[config.mk]
export PLATFORM = sky130hd
export DESIGN_NAME = dlx_mem_arbiter
export DESIGN_NICKNAME = d
export VERILOG_FILES = /design/src/rtl/dlx_mem_arb_pkg.sv /design/src/rtl/arb_wait_timer.sv /design/src/rtl/dlx_mem_arbiter.sv
export SDC_FILE = /design/constraint.sdc
export NUM_CORES = 1
export LEC_CHECK = 0
export ABC_CLOCK_PERIOD_IN_PS = 1740
export BUFFER_PORTS_ARGS = -buffer_cell sky130_fd_sc_hd__buf_2
export CAP_MARGIN = 20
export CORE_ASPECT_RATIO = 1.4
export CORE_MARGIN = 3
export CORE_UTILIZATION = 43
export DETAILED_ROUTE_END_ITERATION = 12
export GPL_ROUTABILITY_DRIVEN = 0
export PLACE_DENSITY = 0.85
export SYNTH_ARGS = -nofsm -noshare
export SYNTH_HDL_FRONTEND = slang
export SYNTH_SLANG_ARGS = --single-unit
[constraint.sdc]
create_clock -name CLK -period 1.74 [get_ports CLK]
set_input_delay 0.087 -clock CLK [delete_from_list [all_inputs] [get_ports CLK]]
set_output_delay 0.087 -clock CLK [all_outputs]
set_load 0.05 [all_outputs]
[src/rtl/dlx_mem_arb_pkg.sv]
// Shared types for the DLX unified-memory arbiter.
//   arb_state_t : arbiter FSM state
//   arb_src_t   : which DLX port owns the current access
package dlx_mem_arb_pkg;

    typedef enum logic [1:0] {
        IDLE    = 2'd0,
        GRANT_I = 2'd1,
        GRANT_D = 2'd2,
        RESP    = 2'd3
    } arb_state_t;

    typedef enum logic {
        SRC_I = 1'b0,
        SRC_D = 1'b1
    } arb_src_t;

endpackage

[src/rtl/arb_wait_timer.sv]
// Per-access wait timer for the memory arbiter.
// Loadable down-counter preset to TIMEOUT_CYCLES-1. It is loaded every cycle
// the arbiter idles and counts down while an access is outstanding, so
// expired_o rises on the TIMEOUT_CYCLES-th cycle of a grant.
//   clk_i, rst_ni : clock, asynchronous active-low reset
//   load_i        : reload preset
//   run_i         : count down (saturates at zero)
//   expired_o     : counter has reached zero
module arb_wait_timer #(
    parameter int TIMEOUT_CYCLES = 16
) (
    input  logic clk_i,
    input  logic rst_ni,
    input  logic load_i,
    input  logic run_i,
    output logic expired_o
);
    localparam int CW = $clog2(TIMEOUT_CYCLES);
    localparam logic [CW-1:0] PRESET = CW'(TIMEOUT_CYCLES - 1);

    logic [CW-1:0] cnt_q, cnt_d;

    always_comb begin
        cnt_d = cnt_q;
        if (load_i) begin
            cnt_d = PRESET;
        end else if (run_i && (cnt_q != '0)) begin
            cnt_d = cnt_q - 1'b1;
        end
    end

    always_ff @(posedge clk_i or negedge rst_ni) begin
        if (!rst_ni) begin
            cnt_q <= PRESET;
        end else begin
            cnt_q <= cnt_d;
        end
    end

    assign expired_o = (cnt_q == '0);

endmodule

[src/rtl/dlx_mem_arbiter.sv]
// Shares one rwmem port between the DLX fetch port (I_*) and load/store
// port (D_*). One access in flight at a time: IDLE picks a winner and
// registers its request, GRANT_x drives MEM_* until MEM_READY (or timeout),
// RESP pulses the winner's READY for one cycle.
//   CLK, RST          : clock, asynchronous active-low reset
//   I_ADDRESS/I_ENABLE -> I_READY/I_DATA          : fetch port
//   D_ADDRESS/D_ENABLE/D_READNOTWRITE/D_WDATA
//                     -> D_READY/D_RDATA          : load/store port
//   MEM_ADDRESS/MEM_ENABLE/MEM_READNOTWRITE/MEM_WDATA/MEM_WDATA_OE,
//   MEM_RDATA/MEM_READY                            : rwmem side
//   ARB_ERR           : sticky access-timeout flag, cleared only by reset
module dlx_mem_arbiter
    import dlx_mem_arb_pkg::*;
#(
    parameter int ADDRESS_SIZE   = 32,
    parameter int WORD_SIZE      = 32,
    parameter int TIMEOUT_CYCLES = 16,
    parameter int MAX_DATA_BURST = 4
) (
    input  logic                    CLK,
    input  logic                    RST,
    input  logic [ADDRESS_SIZE-1:0] I_ADDRESS,
    input  logic                    I_ENABLE,
    output logic                    I_READY,
    output logic [WORD_SIZE-1:0]    I_DATA,
    input  logic [ADDRESS_SIZE-1:0] D_ADDRESS,
    input  logic                    D_ENABLE,
    input  logic                    D_READNOTWRITE,
    input  logic [WORD_SIZE-1:0]    D_WDATA,
    output logic                    D_READY,
    output logic [WORD_SIZE-1:0]    D_RDATA,
    output logic [ADDRESS_SIZE-1:0] MEM_ADDRESS,
    output logic                    MEM_ENABLE,
    output logic                    MEM_READNOTWRITE,
    output logic [WORD_SIZE-1:0]    MEM_WDATA,
    output logic                    MEM_WDATA_OE,
    input  logic [WORD_SIZE-1:0]    MEM_RDATA,
    input  logic                    MEM_READY,
    output logic                    ARB_ERR
);
    localparam int BW = $clog2(MAX_DATA_BURST + 1);
    localparam logic [BW-1:0] BURST_MAX = BW'(MAX_DATA_BURST);

    arb_state_t              state_q, state_d;
    arb_src_t                src_q, src_d;
    logic [ADDRESS_SIZE-1:0] addr_q, addr_d;
    logic                    rnw_q, rnw_d;
    logic [WORD_SIZE-1:0]    wdata_q, wdata_d;
    logic [WORD_SIZE-1:0]    idata_q, idata_d;
    logic [WORD_SIZE-1:0]    drdata_q, drdata_d;
    logic [BW-1:0]           burst_q, burst_d;
    logic                    err_q, err_d;

    logic granted;
    logic tmr_expired;

    assign granted = (state_q == GRANT_I) || (state_q == GRANT_D);

    arb_wait_timer #(
        .TIMEOUT_CYCLES(TIMEOUT_CYCLES)
    ) u_wait_timer (
        .clk_i    (CLK),
        .rst_ni   (RST),
        .load_i   (state_q == IDLE),
        .run_i    (granted),
        .expired_o(tmr_expired)
    );

    always_comb begin
        state_d  = state_q;
        src_d    = src_q;
        addr_d   = addr_q;
        rnw_d    = rnw_q;
        wdata_d  = wdata_q;
        idata_d  = idata_q;
        drdata_d = drdata_q;
        burst_d  = burst_q;
        err_d    = err_q;

        case (state_q)
            IDLE: begin
                // Fetch wins when alone, or when data has had its full burst
                // while the fetch was kept waiting.
                if (I_ENABLE && (!D_ENABLE || (burst_q == BURST_MAX))) begin
                    state_d = GRANT_I;
                    src_d   = SRC_I;
                    addr_d  = I_ADDRESS;
                    rnw_d   = 1'b1;
                    burst_d = '0;
                end else if (D_ENABLE) begin
                    state_d = GRANT_D;
                    src_d   = SRC_D;
                    addr_d  = D_ADDRESS;
                    rnw_d   = D_READNOTWRITE;
                    wdata_d = D_WDATA;
                    if (!I_ENABLE) begin
                        burst_d = '0;
                    end else if (burst_q != BURST_MAX) begin
                        burst_d = burst_q + 1'b1;
                    end
                end
            end
            GRANT_I, GRANT_D: begin
                // A READY on the expiry cycle still counts as a normal completion.
                if (MEM_READY) begin
                    if (rnw_q) begin
                        if (src_q == SRC_I) begin
                            idata_d = MEM_RDATA;
                        end else begin
                            drdata_d = MEM_RDATA;
                        end
                    end
                    state_d = RESP;
                end else if (tmr_expired) begin
                    err_d   = 1'b1;
                    state_d = RESP;
                end
            end
            RESP: begin
                state_d = IDLE;
            end
            default: begin
                state_d = IDLE;
            end
        endcase
    end

    always_ff @(posedge CLK or negedge RST) begin
        if (!RST) begin
            state_q  <= IDLE;
            src_q    <= SRC_I;
            addr_q   <= '0;
            rnw_q    <= 1'b1;
            wdata_q  <= '0;
            idata_q  <= '0;
            drdata_q <= '0;
            burst_q  <= '0;
            err_q    <= 1'b0;
        end else begin
            state_q  <= state_d;
            src_q    <= src_d;
            addr_q   <= addr_d;
            rnw_q    <= rnw_d;
            wdata_q  <= wdata_d;
            idata_q  <= idata_d;
            drdata_q <= drdata_d;
            burst_q  <= burst_d;
            err_q    <= err_d;
        end
    end

    // Enables decode straight from the state register so reset drops them
    // asynchronously.
    assign MEM_ENABLE       = granted;
    assign MEM_WDATA_OE     = (state_q == GRANT_D) && !rnw_q;
    assign MEM_ADDRESS      = addr_q;
    assign MEM_READNOTWRITE = rnw_q;
    assign MEM_WDATA        = wdata_q;

    assign I_READY = (state_q == RESP) && (src_q == SRC_I);
    assign D_READY = (state_q == RESP) && (src_q == SRC_D);
    assign I_DATA  = idata_q;
    assign D_RDATA = drdata_q;
    assign ARB_ERR = err_q;

endmodule

Yosys cells after proc, flatten, opt, wreduce, memory -nomap -nowiden
Index checks and enable logic that the tools add are counted.

word-level totals
  register bits after elaboration = 140
  input bits = 134
  output and inout port bits = 134

operators by class
  add/subtract/negate cells = 2
  eq/ne operators = 8
  multiplexer cells = 17
  bitwise operators = 3
  reductions and logical operators = 22

operators with widths
  cell                 count
  $mux 32              2
  $mux 3               4
  $ne 3x3->1 const B   3
  $reduce_and 3->1     3
  $mux 2               4
  $mux 4               2
  $reduce_and 4->1     2
  $pmux 2 s3           1
  $logic_and 1x1->1    5
  $eq 2x2->1 const B   2
  $logic_not 4->1      1
  $mux 1               4
  $reduce_and 2->1     2
  $reduce_bool 2->1    2
  $reduce_bool 4->1    1
  $sub 4x1->4 const B  1
  $add 3x1->3 const B  1
  $eq 3x3->1 const B   1
  $ne 3x1->1 const B   1
  $not 1->1            3
  $eq 2x1->1 const B   1
  $logic_not 1->1      2
  $logic_not 2->1      1
  $logic_or 1x1->1     2
  $reduce_or 2->1      1

Depth between registers and ports, before layout
  depth in word-level cells = 5
  mapped depth = 8
  mapped depth without buffers = 5

Modules after synthesis
From an unflattened synthesis, not the netlist that was laid out.

second synthesis, totals
  cell total of the unflattened synthesis = 457
  area, all modules = 6,035.8 um2

by module, submodules not included
  module           times used  cells each  area each (um2)
  dlx_mem_arbiter  1           436         5,811.8
  arb_wait_timer   1           21          224.0

Worst setup path before layout
Ideal clock, no wire load.

  path kind = reg2reg
  from = register state_q[0]
  to = register idata_q[0], in the netlist I_DATA[0]
  library setup time = 125 ps
  data arrival time = 1,914 ps
  slack = -298 ps
  stages on the path, launching flop included = 7
  buffers on the path = 2
  cell sequence = dfrtp_1 inv_1 ha_1 buf_2 nand4b_1 buf_2 mux2_2

between the ends
  word-level cells in the longest chain between the ends = 3
  elaborated cells between the ends (all ways) = 4

ends and longest elaborated chain
  what                                             line                    text
  from (decl)                                      dlx_mem_arbiter.sv:44   arb_state_t state_q, state_d;
  from (signal assigned)                           dlx_mem_arbiter.sv:140  state_q <= state_d;
  $eq 2x1->1 / $eq 2x2->1 (equally long branches)  dlx_mem_arbiter.sv:80   case (state_q)
  $reduce_or 2->1 (*)                              dlx_mem_arbiter.sv:80
  $reduce_and 4->1 (no line) (*)                   -
  to (signal assigned)                             dlx_mem_arbiter.sv:145  idata_q <= idata_d;
  to (decl)                                        dlx_mem_arbiter.sv:49   logic [WORD_SIZE-1:0] idata_q, idata_d;

Every way passes the cells marked *; elsewhere a longest branch is shown, timed or not.
A chain may end at the register's enable or synchronous reset.

Worst setup path in the final report
  from = register state_q[1]
  to = register wdata_q[29], in the netlist MEM_WDATA[29]

between the ends
  word-level cells in the longest chain between the ends = 2

ends and longest elaborated chain
  what                        line                    text
  $logic_not 2->1             dlx_mem_arbiter.sv:80
  $reduce_and 3->1 (no line)  -
  to (signal assigned)        dlx_mem_arbiter.sv:144  wdata_q <= wdata_d;
  to (decl)                   dlx_mem_arbiter.sv:48   logic [WORD_SIZE-1:0] wdata_q, wdata_d;

No other way between the ends.

==> results.ini <==
[status]
outcome = finished clean

[clock_network]
cts_tree = done
cts_buffers = 17
cts-root-buf = clkbuf_16
clk_latency_ps = 400
cts_setup_buffers = 0
path_clk_slew_ps = 60
max-clock-path-buffers = 2
cts.sinks = 140
htree_num_levels = 4

[power_and_ir_drop]
max-vdd-ir-drop_mv = 1.32
p_leak_nw = 4.64
combPwrFrac_pct = 55.6
power_switching_w = 0.0107
switching_share_pct = 50.1
powerDensity_mw_per_mm2 = 2230
power.internal_w = 0.0106
p_clk_share_pct = 17.0
power_frac_seq_pct = 27.5

[setup_path]
critPathCaptureType = flop
crit_required_ps = 2020
cp_max_fo = 10
path_class = flop to flop
arrival_ps = 1950
startpoint_type = flop

[logic_synthesis]
ys_top_cells_by_area = dfrtp_1 56%, mux2_2 15%, o211ai_2 6.2%
synthFlopType = dfrtp_1
synth_mux_area_share_pct = 18.2
synth_top_area_share_pct = 55.9
async_reset_ff_share_pct = 100
synth_commonest_cells = 135 x dfrtp_1, 82 x mux2_2, 67 x nand2_1
synth_edf_count = 0
synth_cell_types = 39
yosys.area_share.xor_xnor_pct = 0
synthMostInstantiatedCell = dfrtp_1
synth_top_cell_by_area = dfrtp_1
synth_adder_area_share_pct = 1.24
synthSimpleGateAreaFrac_pct = 9.65
synth_compound_area_share_pct = 9.15
synth_fp_nets = 598
synth_top_family_by_area = multiplexers
synth_seq_area_share_pct = 58.1
synth_area_mm2 = 0.00604
avgSynthCellArea_um2 = 13.2
synth_cells = 458
yosysWarnings = 0
synth_seq_cells = 140

[route]
wl_per_cell_um = 17.8
ant_nets = 0
firstDrtPassIters = 5
viasPerCell = 5.16
drt_iter0_drc = 246
drcViolationCount = 0
vias = 5437
drt-total-wl_mm = 18.7

[sta]
fin_crit_sh_pct = 95.9
fmax_mhz = 599
hold_ws_ps = 50.6
setup_violations = 0
rsz0062_at_grt = no
tightest_slew_ps = 363
hold_viol = 0
drv_slew = 0
period_minus_slack_ps = 1670
skew_ps = 10.0
fin_ws_ps = 71.2
maxSlewHeadroom_pct = 75.8
fin_tns_setup_ps = 0

[final_layout]
fin_nets = 998
area_delta_synth_final_pct = 58.6
drive_gt1_share_pct = 51.2
fillers = 855
seq_area_mm2 = 0.00351
multi_input_area_mm2 = 0.00233

[global_route]
gr-total-overflow = 0
grt_max_degree = 57
grt_pass1_wl_mm = 30.0
grt_pass1_vias = 5880
antenna_found_initial = 1
track_usage_pct = 24.3

[die]
die-height_um = 146
fp.coreArea_mm2 = 0.0136
dieArea_mm2 = 0.0155
die_w_um = 106
rows = 50
floorplan.initialDensity_pct = 44.5
pin_count = 268

[placement]
hpwl_mm = 11.1
dp_slack_ps = 76.3
port_buffers = 267

[hold_path]
min_path_type = primary input to flop

[flow_run]
drv_cap = 0

## state kept, by name, summed over array words and instances, names as in the netlist
name,cells
D_RDATA,32
u_wait_timer.cnt_q,4
MEM_READNOTWRITE,1
src_q,1
MEM_ADDRESS,32
ARB_ERR,1
I_DATA,32
state_q,2
burst_q,3
MEM_WDATA,32
## metal layers
metal | track usage, % | up-vias | wire length [um]
met5 | 0 | - | 0
met4 | 10.3 | 0 | 568
met3 | 6.99 | 44 | 1790
met2 | 42.5 | 331 | 9810
met1 | 27.6 | 2618 | 6560
li1 | - | 2444 | -
## through the flow
stage          instance area (um2)  std cells  util (%)  total power [W]
2_1_floorplan                 6080        458         -           0.0146
3_3_place_gp                  7690        893      56.7           0.0170
5_1_grt                       9580       1054      70.6           0.0223
6_report                      9580       1054      70.6           0.0213
3_5_place_dp                  7690        893      56.7           0.0173
4_1_cts                       9570       1053      70.5           0.0212
## power groups by stage
stage	registers (W)	clock network [W]	logic (W)
final	0.00586	0.00362	0.0119
after floorplan	0.0111	0	0.00346
after CTS	0.00578	0.00369	0.0117
after detailed placement	0.00580	0	0.0115
after global routing	0.00604	0.00386	0.0124
after global placement	0.00578	0	0.0113
## cells by family (layout without fill, tap and decap cells)
kind of cell    after synthesis  after routing
flops                       140            140
mux                          98             98
buf+inv                      41            454
other cells                   0              1
compound gates               53             53
fa+ha+maj                     6              6
simple gates                120            120
## layout make-up
class	count	area share, %
diodes	1	0.0261
multi-input cells	277	24.4
flip-flops and latches	140	36.6
repair buffers	414	30.0
clock inverters	12	1.40
inverters	8	0.313
clock buffers	20	4.87
well taps	182	2.38
## worst paths after layout
check	depth (start not counted)	slack [ps]	endpoint	from
max	6	70	MEM_WDATA[29]	state_q[1]
min	2	50	burst_q[2]	D_ENABLE
max reg2reg	6	70	MEM_WDATA[29]	state_q[1]
min reg2reg	1	470	ARB_ERR	ARB_ERR
max in group asynchronous	3	960	I_DATA[12]	RST
min in group asynchronous	2	160	MEM_ADDRESS[20]	RST
## timing repair
item | in CTS | in global routing
endpoints found under the setup margin | 0 | 1
gates resized for setup | 0 | 3
hold buffers | 128 | 0
endpoints found under the hold margin | 269 | 0
## critical path, cell delays in order (launching register included)
cell and delay (ps):
dfrtp_1 410, inv_2 100, ha_4 170, nand2_1 90
a31oi_4 190, buf_4 230, mux2_1 360
## placed cells by master, fill, tap and decap left out, types with 3 or more instances in the layout
cell / count
dfstp_2: 5
nor2b_1: 3
clkbuf_8: 3
mux2_2: 81
o211ai_2: 30
clkbuf_16: 17
clkinv_2: 3
nand2_1: 67
buf_12: 9
dfrtp_1: 135
o22ai_1: 3
inv_1: 6
a21oi_1: 3
buf_2: 266
dlygate4sd3_1: 128
nand4_1: 35
ha_1: 4
inv_6: 3
buf_4: 10
a31oi_1: 3
nor3_1: 3
mux2_1: 15
No activity file was read; power rests on OpenSTA's default activity.
